## src/rtl/uart_rx_core.sv

```systemverilog
// Oversampled UART receiver: 3-sample majority vote per bit, optional parity, 1 or 2 stop bits.
// Define UART_RX_BREAK_DET_EN to report all-zero frames with a low stop bit as a break.
module uart_rx_core #(
    parameter int DATA_W     = 8,
    parameter int OVERSAMPLE = 16
) (
    input  logic              i_clk,
    input  logic              i_rst_n,
    input  logic              i_tick,
    input  logic              i_rx_en,
    input  logic              i_rx_serial,
    input  logic [1:0]        i_par_mode,
    input  logic              i_stop2,
    input  logic              i_ready,
    output logic [DATA_W-1:0] o_data,
    output logic              o_valid,
    output logic              o_par_err,
    output logic              o_frm_err,
    output logic              o_ovr_err,
    output logic              o_break,
    output logic              o_busy
);
    localparam int MID = OVERSAMPLE / 2;
    localparam int CW  = $clog2(OVERSAMPLE);
    localparam int IW  = $clog2(DATA_W);
    localparam logic [CW-1:0] CNT_LAST = CW'(OVERSAMPLE - 1);
    localparam logic [CW-1:0] CNT_S0   = CW'(MID - 1);
    localparam logic [CW-1:0] CNT_S1   = CW'(MID);
    localparam logic [CW-1:0] CNT_S2   = CW'(MID + 1);
    localparam logic [IW-1:0] IDX_LAST = IW'(DATA_W - 1);

    localparam logic [2:0] ST_IDLE     = 3'd0;
    localparam logic [2:0] ST_START    = 3'd1;
    localparam logic [2:0] ST_DATA     = 3'd2;
    localparam logic [2:0] ST_PARITY   = 3'd3;
    localparam logic [2:0] ST_STOP1    = 3'd4;
    localparam logic [2:0] ST_STOP2    = 3'd5;
    localparam logic [2:0] ST_BRK_WAIT = 3'd6;

    logic              sync1_q, s_q, prev_s_q;
    logic [2:0]        state_q, state_d;
    logic [CW-1:0]     cnt_q, cnt_d;
    logic [IW-1:0]     idx_q, idx_d;
    logic [1:0]        par_mode_q, par_mode_d;
    logic              stop2_q, stop2_d;
    logic              perr_q, perr_d;
    logic              ferr_q, ferr_d;
    logic [DATA_W-1:0] shr_q;
    logic [1:0]        samp_q;
    logic              par_acc_q;
    logic [DATA_W-1:0] data_q;
    logic              valid_q, pe_q, fe_q, ovr_q;
    logic              bit_now, at_dec, at_wrap, par_en, done, done_ferr;

    assign bit_now   = (samp_q[0] & samp_q[1]) | (samp_q[0] & s_q) | (samp_q[1] & s_q);
    assign at_dec    = i_tick && (cnt_q == CNT_S2);
    assign at_wrap   = i_tick && (cnt_q == CNT_LAST);
    assign par_en    = (par_mode_q == 2'b01) || (par_mode_q == 2'b10);
    assign done_ferr = ferr_q | ~bit_now;

`ifdef UART_RX_BREAK_DET_EN
    logic pbit_q, brk_q, brk_hit, brk_frame;
    assign brk_frame = (shr_q == '0) && (!par_en || !pbit_q) && !bit_now;
`endif

    always_comb begin
        state_d    = state_q;
        cnt_d      = cnt_q;
        idx_d      = idx_q;
        par_mode_d = par_mode_q;
        stop2_d    = stop2_q;
        perr_d     = perr_q;
        ferr_d     = ferr_q;
        done       = 1'b0;
`ifdef UART_RX_BREAK_DET_EN
        brk_hit    = 1'b0;
`endif
        if (state_q != ST_IDLE && !i_rx_en) begin
            state_d = ST_IDLE;
        end else if (state_q == ST_IDLE) begin
            // Frame settings are captured at the start edge and frozen for the whole frame
            if (i_tick && i_rx_en && !s_q && prev_s_q) begin
                state_d    = ST_START;
                cnt_d      = '0;
                idx_d      = '0;
                par_mode_d = i_par_mode;
                stop2_d    = i_stop2;
                perr_d     = 1'b0;
                ferr_d     = 1'b0;
            end
        end else if (state_q == ST_BRK_WAIT) begin
            if (i_tick && s_q) state_d = ST_IDLE;
        end else begin
            if (i_tick) cnt_d = (cnt_q == CNT_LAST) ? '0 : cnt_q + 1'b1;
            case (state_q)
                ST_START: begin
                    if (at_dec && bit_now) state_d = ST_IDLE;
                    else if (at_wrap)      state_d = ST_DATA;
                end
                ST_DATA: begin
                    if (at_wrap) begin
                        if (idx_q == IDX_LAST) state_d = par_en ? ST_PARITY : ST_STOP1;
                        else                   idx_d   = idx_q + 1'b1;
                    end
                end
                ST_PARITY: begin
                    if (at_dec)  perr_d  = par_acc_q ^ bit_now ^ (par_mode_q == 2'b10);
                    if (at_wrap) state_d = ST_STOP1;
                end
                ST_STOP1: begin
                    if (at_dec) begin
`ifdef UART_RX_BREAK_DET_EN
                        if (brk_frame) begin
                            state_d = ST_BRK_WAIT;
                            brk_hit = 1'b1;
                        end else
`endif
                        if (stop2_q) ferr_d = ~bit_now;
                        else begin
                            done    = 1'b1;
                            state_d = ST_IDLE;
                        end
                    end else if (at_wrap) begin
                        state_d = ST_STOP2;
                    end
                end
                ST_STOP2: begin
                    if (at_dec) begin
                        done    = 1'b1;
                        state_d = ST_IDLE;
                    end
                end
                default: state_d = ST_IDLE;
            endcase
        end
    end

    always_ff @(posedge i_clk or negedge i_rst_n) begin
        if (!i_rst_n) begin
            sync1_q    <= 1'b1;
            s_q        <= 1'b1;
            prev_s_q   <= 1'b1;
            state_q    <= ST_IDLE;
            cnt_q      <= '0;
            idx_q      <= '0;
            par_mode_q <= 2'b00;
            stop2_q    <= 1'b0;
            perr_q     <= 1'b0;
            ferr_q     <= 1'b0;
            data_q     <= '0;
            valid_q    <= 1'b0;
            pe_q       <= 1'b0;
            fe_q       <= 1'b0;
            ovr_q      <= 1'b0;
        end else begin
            sync1_q    <= i_rx_serial;
            s_q        <= sync1_q;
            if (i_tick) prev_s_q <= s_q;
            state_q    <= state_d;
            cnt_q      <= cnt_d;
            idx_q      <= idx_d;
            par_mode_q <= par_mode_d;
            stop2_q    <= stop2_d;
            perr_q     <= perr_d;
            ferr_q     <= ferr_d;
            ovr_q      <= 1'b0;
            // A finished frame only lands if the register is empty or being drained this cycle
            if (done) begin
                if (!valid_q || i_ready) begin
                    data_q  <= shr_q;
                    pe_q    <= par_en & perr_q;
                    fe_q    <= done_ferr;
                    valid_q <= 1'b1;
                end else begin
                    ovr_q   <= 1'b1;
                end
            end else if (valid_q && i_ready) begin
                valid_q <= 1'b0;
            end
        end
    end

    // Frame datapath: only meaningful between start edge and completion, so no reset
    always_ff @(posedge i_clk) begin
        if (i_tick && cnt_q == CNT_S0) samp_q[0] <= s_q;
        if (i_tick && cnt_q == CNT_S1) samp_q[1] <= s_q;
        if (state_q == ST_IDLE) begin
            par_acc_q <= 1'b0;
        end else if (state_q == ST_DATA && at_dec) begin
            shr_q     <= {bit_now, shr_q[DATA_W-1:1]};
            par_acc_q <= par_acc_q ^ bit_now;
        end
    end

`ifdef UART_RX_BREAK_DET_EN
    always_ff @(posedge i_clk) begin
        if (state_q == ST_PARITY && at_dec) pbit_q <= bit_now;
    end

    always_ff @(posedge i_clk or negedge i_rst_n) begin
        if (!i_rst_n) brk_q <= 1'b0;
        else          brk_q <= brk_hit;
    end

    assign o_break = brk_q;
`else
    assign o_break = 1'b0;
`endif

    assign o_data    = data_q;
    assign o_valid   = valid_q;
    assign o_par_err = pe_q;
    assign o_frm_err = fe_q;
    assign o_ovr_err = ovr_q;
    assign o_busy    = (state_q != ST_IDLE);

endmodule

```

## config.mk

```make
export PLATFORM = sky130hd
export DESIGN_NAME = uart_rx_core
export DESIGN_NICKNAME = d
export VERILOG_FILES = /design/src/rtl/uart_rx_core.sv
export SDC_FILE = /design/constraint.sdc
export NUM_CORES = 1
export LEC_CHECK = 0
export CAP_MARGIN = 10
export CORE_MARGIN = 1.5
export CORE_UTILIZATION = 50
export DETAILED_ROUTE_END_ITERATION = 8
export GPL_TIMING_DRIVEN = 1
export PLACE_DENSITY = 0.72
export RECOVER_POWER = 50
export SKIP_LAST_GASP = 1
export SYNTH_ARGS = -nofsm -noshare
export SYNTH_HDL_FRONTEND = slang
export SYNTH_SLANG_ARGS = --single-unit
```

## constraint.sdc

```tcl
create_clock -name i_clk -period 3 [get_ports i_clk]
set_input_delay 0.9 -clock i_clk [delete_from_list [all_inputs] [get_ports i_clk]]
set_output_delay 0.9 -clock i_clk [all_outputs]
set_load 0.05 [all_outputs]
```

==> flow_metrics.env <==
export IMPL_dp_slack_ps=85.8
export IMPL_final_util_pct=63.5
export IMPL_violations="capacitance limit, slew limit"
export IMPL_hold_worst_slack_ps=364
export IMPL_worstSkewPairLatency_ps=290
export IMPL_cts_max_path_buffers=2
export IMPL_synth_compound_area_share_pct=9.99
export IMPL_hp_class="register to register"
export IMPL_internal_power_w=0.00108
export IMPL_gp_congestion=0.898
export IMPL_p_leak_nw=1.07
export IMPL_path_buf_inv=2
export IMPL_cp_end_kind="register"
export IMPL_ys_warn_count=0
export IMPL_htreeDepth=2
export IMPL_critical_path_top_delay_family="simple AND/OR/NAND/NOR gates"
export IMPL_r2r_slack_ps=740
export IMPL_arrival_ps=2920
export IMPL_vias=1401
export IMPL_finalWorstSetupSlack_ps=250
export IMPL_clockPowerShare_pct=22.3
export IMPL_place_inst=241
export IMPL_grt_max_degree=31
export IMPL_die_y_um=66.7
export IMPL_grt_use_total_pct=19.3
export IMPL_fmax_mhz=364
export IMPL_drtIter0Drc=85
export IMPL_grt_pass1_vias=1394
export IMPL_synthTopCellsByArea="dfrtp_1 33%, edfxtp_1 15%, mux2_4 4.4%, dfstp_2 3.9%, mux2_2 3.9%"
export IMPL_maxCapViolations=1
export IMPL_dp_hpwl_um=2670
export IMPL_comb_power_share_pct=33.2
export IMPL_avgSynthCellArea_um2=11.7
export IMPL_io_pins=23
export IMPL_coreArea_um2=3770
export IMPL_vias_per_cell=5.63
export IMPL_crit_type="input pin to register"
export IMPL_finalHoldViolCount=0
export IMPL_cts_buffers=5
export IMPL_seqPwrFrac_pct=44.5
export IMPL_ir_drop_uv=452
export IMPL_startpoint_type="input pin"
export IMPL_slew_headroom_pct=-8.34
export IMPL_cts_tree="built"
export IMPL_synthAdderAreaFrac_pct=4.19
export IMPL_p_per_area_nw_per_um2=692
export IMPL_ys_seq_area_share_pct=53.0
export IMPL_drv_slew=31
export IMPL_nets=215
export IMPL_crit_required_ps=3170
export IMPL_ys_seq_elements=41
export IMPL_drc=0
export IMPL_worst_pin_slew_ps=1630
export IMPL_wl_um=3610
export IMPL_synth_simple_gate_area_share_pct=17.7
export IMPL_yosysTopAreaCellShare_pct=33.3
export IMPL_start_util_pct=53.8
export IMPL_grt_overflow_total=0
export IMPL_outcome="finished, violations left"
export IMPL_synth_edf_count=10
export IMPL_rsz0062_at_grt="false"
export IMPL_layout_cells_non_filler=249
export IMPL_dieArea_um2=4450
export IMPL_synthMuxAreaShare_pct=9.81
export IMPL_cts_sinks=41
export IMPL_yosys_area_top_type="dfrtp_1"
export IMPL_ys_types=53
export IMPL_grt_pass1_wl_um=6310
export IMPL_antenna_found_initial=0
export IMPL_detail_route_first_pass_iterations=5
export IMPL_synth_nets=188
export IMPL_finalCriticalPeriod_ps=2750
export IMPL_avgRoutedWirePerCell_um=14.5
export IMPL_drive_gt1_share_pct=17.9
export IMPL_ctsHoldBuffers=0
export IMPL_syn_instance_count=173
export IMPL_numPortBuffers=21
export IMPL_postSynth_asyncResetShare_pct=73.2
export IMPL_finalSetupTns_ps=0
export IMPL_clk_pin_slew_ps=70
export IMPL_critPathMaxStageDelay_ps=620
export IMPL_synth_ff_type="dfrtp_1"
export IMPL_ant_nets=0
export IMPL_skew_ps=8.30
export IMPL_path_cells="dlygate4sd3_1 -> nand4b_4 -> or4_1 -> nor2b_4 -> buf_12 -> mux2_4"
export IMPL_syn_to_final_growth_pct=18.1
export IMPL_synth_top_family_by_area="simple AND/OR/NAND/NOR gates"
export IMPL_synthXorXnorAreaFrac_pct=1.30
export IMPL_die_x_um=66.7
export IMPL_crit_fanout=10
export IMPL_crit_slowest_cell="or4_1"
export IMPL_cts_setup_buffers=0
export IMPL_diodes=0
export IMPL_cts_resized=0
export IMPL_switching_power_w=0.000580
export IMPL_final_common_cell="dfrtp_1"
export IMPL_switching_share_pct=35.0
export IMPL_cts_root_buf="clkbuf_8"
export IMPL_row_count=22
export IMPL_min_period_over_period_pct=91.7
export IMPL_synth_area_um2=2030
export IMPL_layout_common_cells="27 x dfrtp_1, 18 x clkdlybuf4s50_1, 15 x nand2_1"
export IMPL_final_setup_viol_count=0
[cell type report]
class                           count  area, µm²
Clock buffer                        7       86.3
Clock inverter                      1       7.51
Fill cell                         294       1380
Inverter                            7       26.3
Multi-Input combinational cell    117        872
Sequential cell                    41       1070
Tap cell                           48       60.1
Timing Repair Buffer               28        269
[state kept, by name, indices dropped and copies added, names as in the netlist]
name	count
cnt_q	4
ferr_q	1
idx_q	3
o_data	8
o_frm_err	1
o_ovr_err	1
o_par_err	1
o_valid	1
par_acc_q	1
par_mode_q	2
perr_q	1
prev_s_q	1
s_q	1
samp_q	2
shr_q	8
state_q	3
stop2_q	1
sync1_q	1
[final timing paths]
kind | depth (start not counted) | start | to
setup / recovery | 6 | i_tick | o_data[4]
hold / removal | 0 | sync1_q | s_q
setup reg to reg | 7 | cnt_q[1] | o_data[4]
hold reg to reg | 0 | sync1_q | s_q
max in group asynchronous | 2 | i_rst_n | par_mode_q[0]
min in group asynchronous | 2 | i_rst_n | o_data[5]
[worst register-to-register path, cell delays in order, from the launching register on]
cell and delay [ps]:
dfrtp_1 400, inv_1 100, ha_1 220, nand4b_4 150
or4_1 620, nor2b_4 210, buf_12 150, mux2_4 300
[through the flow]
stage	power, W	instance area [µm²]
after floorplan	0.00114	2030
after global placement	0.00128	2310
after detailed placement	0.00130	2310
after CTS	0.00167	2400
after global routing	0.00177	2400
final	0.00166	2400
[synthesized netlist by cell type (2+ instances only)]
master    count
nand3_1       6
mux2_4        6
xor2_1        2
dfrtp_1      27
nor2b_1       2
o21ai_0      14
inv_1         7
nand4_1       2
clkbuf_1      5
nand2_1      15
nor2_1       12
nand3b_1      3
mux2i_1       3
dfstp_2       3
mux2_2        7
ha_1          6
and4b_2       2
nand2b_1      5
edfxtp_1     10
a21boi_0      3
[kinds of logic after synthesis]
logic type               after synthesis
AO/OA/AOI/OAI                         30
XOR/XNOR                               3
adder cells (fa/ha/maj)                7
buffers and inverters                 15
flip-flops                            41
multiplexers                          16
other                                  1
AND/OR/NAND/NOR                       60
[power groups by stage]
stage	sequential [W]	clock [W]	combinational [W]
2_1_floorplan	0.000726	0	0.000416
3_3_place_gp	0.000745	0	0.000537
3_5_place_dp	0.000750	0	0.000554
4_1_cts	0.000738	0.000379	0.000557
5_1_grt	0.000751	0.000407	0.000612
6_report	0.000739	0.000369	0.000551
[layer usage]
metal / GRT usage (%) / vias to the layer above / part of all wire [%]
met2: 32.9 / 31 / 52
met3: 5.41 / 5 / 3.3
li1: - / 671 / -
met5: 0 / - / 0
met4: 6.89 / 0 / 1.6
met1: 23.2 / 694 / 43
(Power assumes the default switching activity.)
